<file path="src/rtl/pipe_ctrl.sv">
// pipe_ctrl -- pipeline hazard controller.
//
// Produces per-stage hold (stall) and clear (flush) vectors for an in-order
// pipeline, runs timed stalls on behalf of multi-cycle units, and issues a
// PC redirect on flush. Also keeps saturating performance counters.
//
// Ports:
//   clk, rst          clock and synchronous active-high reset
//   stallreq          level stall request, bit k-1 = stage k
//   timed_valid       one-cycle pulse launching a timed stall
//   timed_stage       stage requesting the timed stall (0 or >STAGES = none)
//   timed_cycles      timed stall length in cycles (0 = no stall)
//   flush_req         one-cycle flush/redirect request
//   flush_pc          redirect target, sampled with flush_req
//   stall             hold vector, bit 0 = PC, bit k = stage k register
//   flush             clear vector, same mapping as stall
//   new_pc_valid      redirect strobe
//   new_pc            redirect target (holds last value between strobes)
//   timed_busy        timed stall in progress
//   timed_done        pulse in the cycle after the last timed-stall cycle
//   stall_cnt         saturating count of cycles with stall[0]=1
//   flush_cnt         saturating count of flushes
module pipe_ctrl #(
    parameter int STAGES    = 5,
    parameter int CNT_W     = 4,
    parameter int FLUSH_LAT = 1,
    parameter int PERF_W    = 32,
    localparam int SW       = $clog2(STAGES + 1)
) (
    input  logic              clk,
    input  logic              rst,
    input  logic [STAGES-1:0] stallreq,
    input  logic              timed_valid,
    input  logic [SW-1:0]     timed_stage,
    input  logic [CNT_W-1:0]  timed_cycles,
    input  logic              flush_req,
    input  logic [31:0]       flush_pc,
    output logic [STAGES:0]   stall,
    output logic [STAGES:0]   flush,
    output logic              new_pc_valid,
    output logic [31:0]       new_pc,
    output logic              timed_busy,
    output logic              timed_done,
    output logic [PERF_W-1:0] stall_cnt,
    output logic [PERF_W-1:0] flush_cnt
);

    typedef enum logic [1:0] {RUN, TIMED, FLUSH_HOLD} state_t;

    localparam logic [3:0] HOLD_INIT = 4'(FLUSH_LAT);

    state_t             state;
    logic [CNT_W-1:0]   timed_cnt;
    logic [SW-1:0]      timed_stage_r;
    logic [3:0]         hold_cnt;
    logic               done_r;
    logic [31:0]        pc_r;

    logic               req_legal;
    logic               accept;
    logic [SW-1:0]      active_stage;
    logic [SW-1:0]      eff_stage;
    logic [STAGES:0]    stall_vec;

    // A timed request is only taken in RUN and only when nothing outranks it
    // this cycle; in TIMED or FLUSH_HOLD it is dropped, never queued.
    assign req_legal = timed_valid && (timed_stage != '0)
                       && (int'(timed_stage) <= STAGES) && (timed_cycles != '0);
    assign accept    = !rst && !flush_req && (state == RUN) && req_legal;

    // Effective stall stage: the deepest stage holding, from either a level
    // request or the timed stall. The timed stall already covers its
    // acceptance cycle, so the incoming stage is used directly then.
    always_comb begin
        active_stage = '0;
        if (accept)
            active_stage = timed_stage;
        else if (state == TIMED)
            active_stage = timed_stage_r;

        eff_stage = active_stage;
        for (int k = 1; k <= STAGES; k++) begin
            if (stallreq[k-1] && (SW'(k) > eff_stage))
                eff_stage = SW'(k);
        end

        stall_vec = '0;
        for (int i = 0; i <= STAGES; i++) begin
            stall_vec[i] = (eff_stage != '0) && (SW'(i) <= eff_stage);
        end
        if (state == FLUSH_HOLD)
            stall_vec[0] = 1'b1;
    end

    // Output gating: reset silences everything, a flush beats any stall.
    always_comb begin
        stall        = (rst || flush_req) ? '0 : stall_vec;
        flush        = (!rst && flush_req) ? '1 : '0;
        new_pc_valid = !rst && flush_req;
        if (rst)
            new_pc = '0;
        else if (flush_req)
            new_pc = flush_pc;
        else
            new_pc = pc_r;
        timed_busy   = !rst && !flush_req && (accept || (state == TIMED));
        timed_done   = !rst && done_r;
    end

    // Control FSM, redirect register and performance counters. done_r is
    // armed only on the natural end of a timed stall, so a flush or reset
    // that cuts one short never produces a completion pulse.
    always_ff @(posedge clk) begin
        if (rst) begin
            state         <= RUN;
            timed_cnt     <= '0;
            timed_stage_r <= '0;
            hold_cnt      <= '0;
            done_r        <= 1'b0;
            pc_r          <= '0;
            stall_cnt     <= '0;
            flush_cnt     <= '0;
        end else begin
            done_r <= 1'b0;
            if (flush_req) begin
                pc_r      <= flush_pc;
                timed_cnt <= '0;
                hold_cnt  <= HOLD_INIT;
                state     <= (FLUSH_LAT == 0) ? RUN : FLUSH_HOLD;
                if (flush_cnt != '1)
                    flush_cnt <= flush_cnt + PERF_W'(1);
            end else begin
                case (state)
                    RUN: begin
                        if (accept) begin
                            timed_stage_r <= timed_stage;
                            if (timed_cycles == CNT_W'(1)) begin
                                done_r <= 1'b1;
                            end else begin
                                state     <= TIMED;
                                timed_cnt <= timed_cycles - CNT_W'(1);
                            end
                        end
                    end
                    TIMED: begin
                        timed_cnt <= timed_cnt - CNT_W'(1);
                        if (timed_cnt == CNT_W'(1)) begin
                            state  <= RUN;
                            done_r <= 1'b1;
                        end
                    end
                    FLUSH_HOLD: begin
                        hold_cnt <= hold_cnt - 4'd1;
                        if (hold_cnt <= 4'd1)
                            state <= RUN;
                    end
                    default: state <= RUN;
                endcase
            end
            if (stall[0] && (stall_cnt != '1))
                stall_cnt <= stall_cnt + PERF_W'(1);
        end
    end

endmodule

</file>
<file path="config.mk">
export PLATFORM = sky130hd
export DESIGN_NAME = pipe_ctrl
export DESIGN_NICKNAME = d
export VERILOG_FILES = /design/src/rtl/pipe_ctrl.sv
export SDC_FILE = /design/constraint.sdc
export NUM_CORES = 1
export LEC_CHECK = 0
export ABC_CLOCK_PERIOD_IN_PS = 3400
export CAP_MARGIN = 10
export CORE_MARGIN = 1.5
export CORE_UTILIZATION = 41
export DETAILED_ROUTE_END_ITERATION = 6
export PLACE_DENSITY = 0.78
export SLEW_MARGIN = 20
export SYNTH_ARGS = -nofsm -noshare
export SYNTH_HDL_FRONTEND = slang
export SYNTH_SLANG_ARGS = --single-unit
</file>
<file path="constraint.sdc">
create_clock -name clk -period 3.4 [get_ports clk]
set_clock_uncertainty 0.2 [all_clocks]
set_input_delay 0.68 -clock clk [delete_from_list [all_inputs] [get_ports clk]]
set_output_delay 0.68 -clock clk [all_outputs]
set_load 0.01 [all_outputs]
</file>
==> qor.json <==
{
  "status": {
    "status": "finished clean"
  },
  "clock_tree": {
    "cts_num_sinks": 110,
    "clkSlewWorstSetupHoldPaths_ns": 0.07,
    "clock_latency_ns": 0.36,
    "tritoncts_clock_tree": "done",
    "post_cts_hold_buffer_count": 0,
    "cts_inserted_buffers": 9,
    "clock_tree.buffer_depth": 2,
    "clock_tree.root_cell": "clkbuf_16",
    "cts.htree.levels": 3
  },
  "yosys": {
    "synth_async_sr_flop_share": 0,
    "post-synth-top-count-cell": "dfxtp_1",
    "synth-seq-cells": 110,
    "synthesis.nets": 691,
    "netlist_instances": 635,
    "synth.top_cells.by_area": "dfxtp_1 40%, mux2i_1 6.4%, nor2_1 6.3%, xnor2_1 4.0%, a21oi_1 3.5%",
    "synth_common_cells": "110 x dfxtp_1, 91 x nor2_1, 38 x a21oi_1",
    "ys_dominant_reg_cell": "dfxtp_1",
    "yosys.area.top_type": "dfxtp_1",
    "syn-mean-instance-area_um2": 8.59,
    "number_of_enable_type_register_cells_in_the_synthesized_netlist": 0,
    "post-synth-top-area-fraction": 0.404,
    "synth_cell_types": 54,
    "yosysWarnings": 0,
    "share_of_the_yosys_chip_area_belonging_to_registers": 0.404,
    "synth_area_um2": 5450
  },
  "worst_setup_path": {
    "timing.critical_path.cells": "clkdlybuf4s50_1 -> nand2b_1 -> nor4_4 -> o211ai_1 -> buf_4 -> nor3b_4 -> nor2_2 -> buf_2",
    "path_delay_family": "buffers and inverters",
    "crit_path_max_incr_delay_ns": 0.59,
    "timing.reg2reg.setup_slack_ns": 0.48,
    "cp.required_ns": 2.52,
    "crit_slowest_cell": "clkdlybuf4s50_1",
    "worstPathArrival_ns": 2.44,
    "r2r.worst_path.cells": 8,
    "timing.critical_path.to_type": "output port",
    "worstSetupStartpointType": "primary input",
    "worstSetupPathDepth": 8,
    "worst-path-max-fanout": 5,
    "critical_path.n_buffers_inverters": 3,
    "critPathKind": "primary input to output port"
  },
  "floorplan": {
    "std_cell_rows": 41,
    "die_width_um": 118,
    "die_height_um": 118,
    "core-area_um2": 12800,
    "initial_core_util": 0.427,
    "ioPinCount": 159,
    "die-area_um2": 14000
  },
  "sta": {
    "worst_hold_slack_ns": 0.282,
    "timing_hold_violations_final": 0,
    "post-route-min-period_ns": 3.32,
    "achievable-frequency_mhz": 301,
    "setup_viol_count_final": 0,
    "report.final.slew_viol_count": 0,
    "timing.final.crit_share": 0.976,
    "tightest_slew_ns": 0.709,
    "slew_headroom": 0.527
  },
  "grt": {
    "grt_first_pass_wirelength_mm": 24.8,
    "grt_antenna_before_repair": 0,
    "grt.total_usage": 0.215,
    "sum_of_overflow_across_all_layers_after_global_routing": 0,
    "first_global_vias": 5283,
    "grt_start_max_net_pins": 69
  },
  "power_and_ir_drop": {
    "cellPowerDensity_nw_per_um2": 366,
    "irDropWorstVdd_mv": 0.282,
    "leakage_nw": 2.83,
    "report.power.total_w": 0.00285
  },
  "placement": {
    "numPortBuffers": 158,
    "inst_count_dp": 964,
    "estimated_wirelength_of_the_detail_placed_design_mm": 10.7,
    "finalWeightedCongestion": 0.908
  },
  "drt": {
    "firstDrtPassIters": 4,
    "route.final.wire_length_mm": 15.3,
    "avg_wl_per_cell_um": 15.3,
    "drc": 0,
    "via_count": 5442,
    "route.detailed.vias_per_inst": 5.45,
    "number_of_drc_violations_after_detailed_routing_iteration_0": 488,
    "drt.antenna.violating_nets": 0
  },
  "finish": {
    "regArea_um2": 2200,
    "layout-drive-gt1-share": 0.133,
    "layout.filler_cells": 1032,
    "final_net_count": 877,
    "instances_no_fill": 998,
    "areaGrowthSynthToFinish_pct": 43.1,
    "multiInputGateArea_um2": 3010,
    "antenna_cells_inserted": 0
  },
  "flow_run": {
    "drv.max_cap_violation_count": 0
  },
  "hold_path": {
    "timing.hold.worst.class": "flip-flop to flip-flop",
    "cell_depth_of_the_worst_min_delay_path": 2
  }
}
through the flow:
stage	util	TNS, ns	worst slack (ns)	cell area, um^2
6_report	0.611	0	0.0816	7800
5_1_grt	0.611	-0.00175	-0.00175	7800
4_1_cts	0.610	0	0.0448	7790
3_5_place_dp	0.573	-9.42	-0.592	7310
3_3_place_gp	0.573	-5.33	-0.518	7310
2_1_floorplan	-	0	0.179	5450
sequential cells by signal, indices dropped and copies added (netlist names):
| register | flops |
|---|---|
| flush_cnt | 32 |
| pc_r | 32 |
| stall_cnt | 32 |
| hold_cnt | 4 |
| timed_cnt | 4 |
| timed_stage_r | 3 |
| state | 2 |
| done_r | 1 |
worst reg2reg max path: cells and delay by family, from the launching register on:
kind / cells / cell delay (ns)
AND/OR/NAND/NOR: 4 / 1.12
buffers and inverters: 2 / 0.68
flip-flops: 1 / 0.34
multiplexers: 1 / 0.31
AO/OA/AOI/OAI: 1 / 0.17
where the power goes:
part	leakage [nW]	total, W	switching [W]	internal, W
Sequential	0.894	0.00134	0.0000190	0.00132
Clock	0.161	0.00117	0.000508	0.000657
Combinational	1.77	0.000348	0.000159	0.000190
Total	2.83	0.00285	0.000686	0.00217
layout by cell type (no fill, tap or decap), types with 15 or more instances in the layout:
cell,n
or4_1,18
nor3_1,19
dfxtp_1,110
o21ai_0,17
mux2i_1,35
nor2_1,89
o31ai_1,21
clkdlybuf4s50_1,145
a21oi_1,38
nand2_1,34
nand4_1,19
xnor2_1,25
or3_1,15
buf_4,59
nand3_1,29
cell families (layout without fill, tap and decap cells):
family                     after synthesis  count (layout)  share of synthesized area
adders and majority gates                8               8                     0.0184
and+or+nand+nor                        287             287                      0.282
xor gates and xnor gates                29              29                     0.0466
DFF                                    110             110                      0.404
muxes                                   37              37                     0.0698
AOI/OAI and AO/OA                      107             107                      0.124
buffers and inverters                   57             248                     0.0553
what timing repair did:
item	4_1_cts	5_1_grt
gates resized for setup	31	12
pin swaps	5	7
setup endpoints to repair	7	14
setup buffers	17	1
per-layer routing:
metal / track usage / up-vias / routed length [um]
met5: 0 / - / 0
met4: 0.0823 / 0 / 321
met3: 0.0618 / 20 / 1010
met2: 0.359 / 194 / 7380
met1: 0.261 / 2551 / 6600
li1: - / 2677 / -
area by class of cell:
class / count / share of cell area
Clock inverter: 7 / 0.0133
Inverter: 14 / 0.00673
Multi-Input combinational cell: 468 / 0.385
Clock buffer: 9 / 0.0289
Sequential cell: 110 / 0.282
Timing Repair Buffer: 218 / 0.256
Tap cell: 172 / 0.0276
final timing paths:
path                  start       endpoint
max          timed_stage[1]       stall[0]
min            timed_cnt[3]   timed_cnt[3]
min reg2reg    timed_cnt[3]   timed_cnt[3]
max reg2reg        state[1]  stall_cnt[20]
Note: power is estimated with default switching activity, not from simulation.
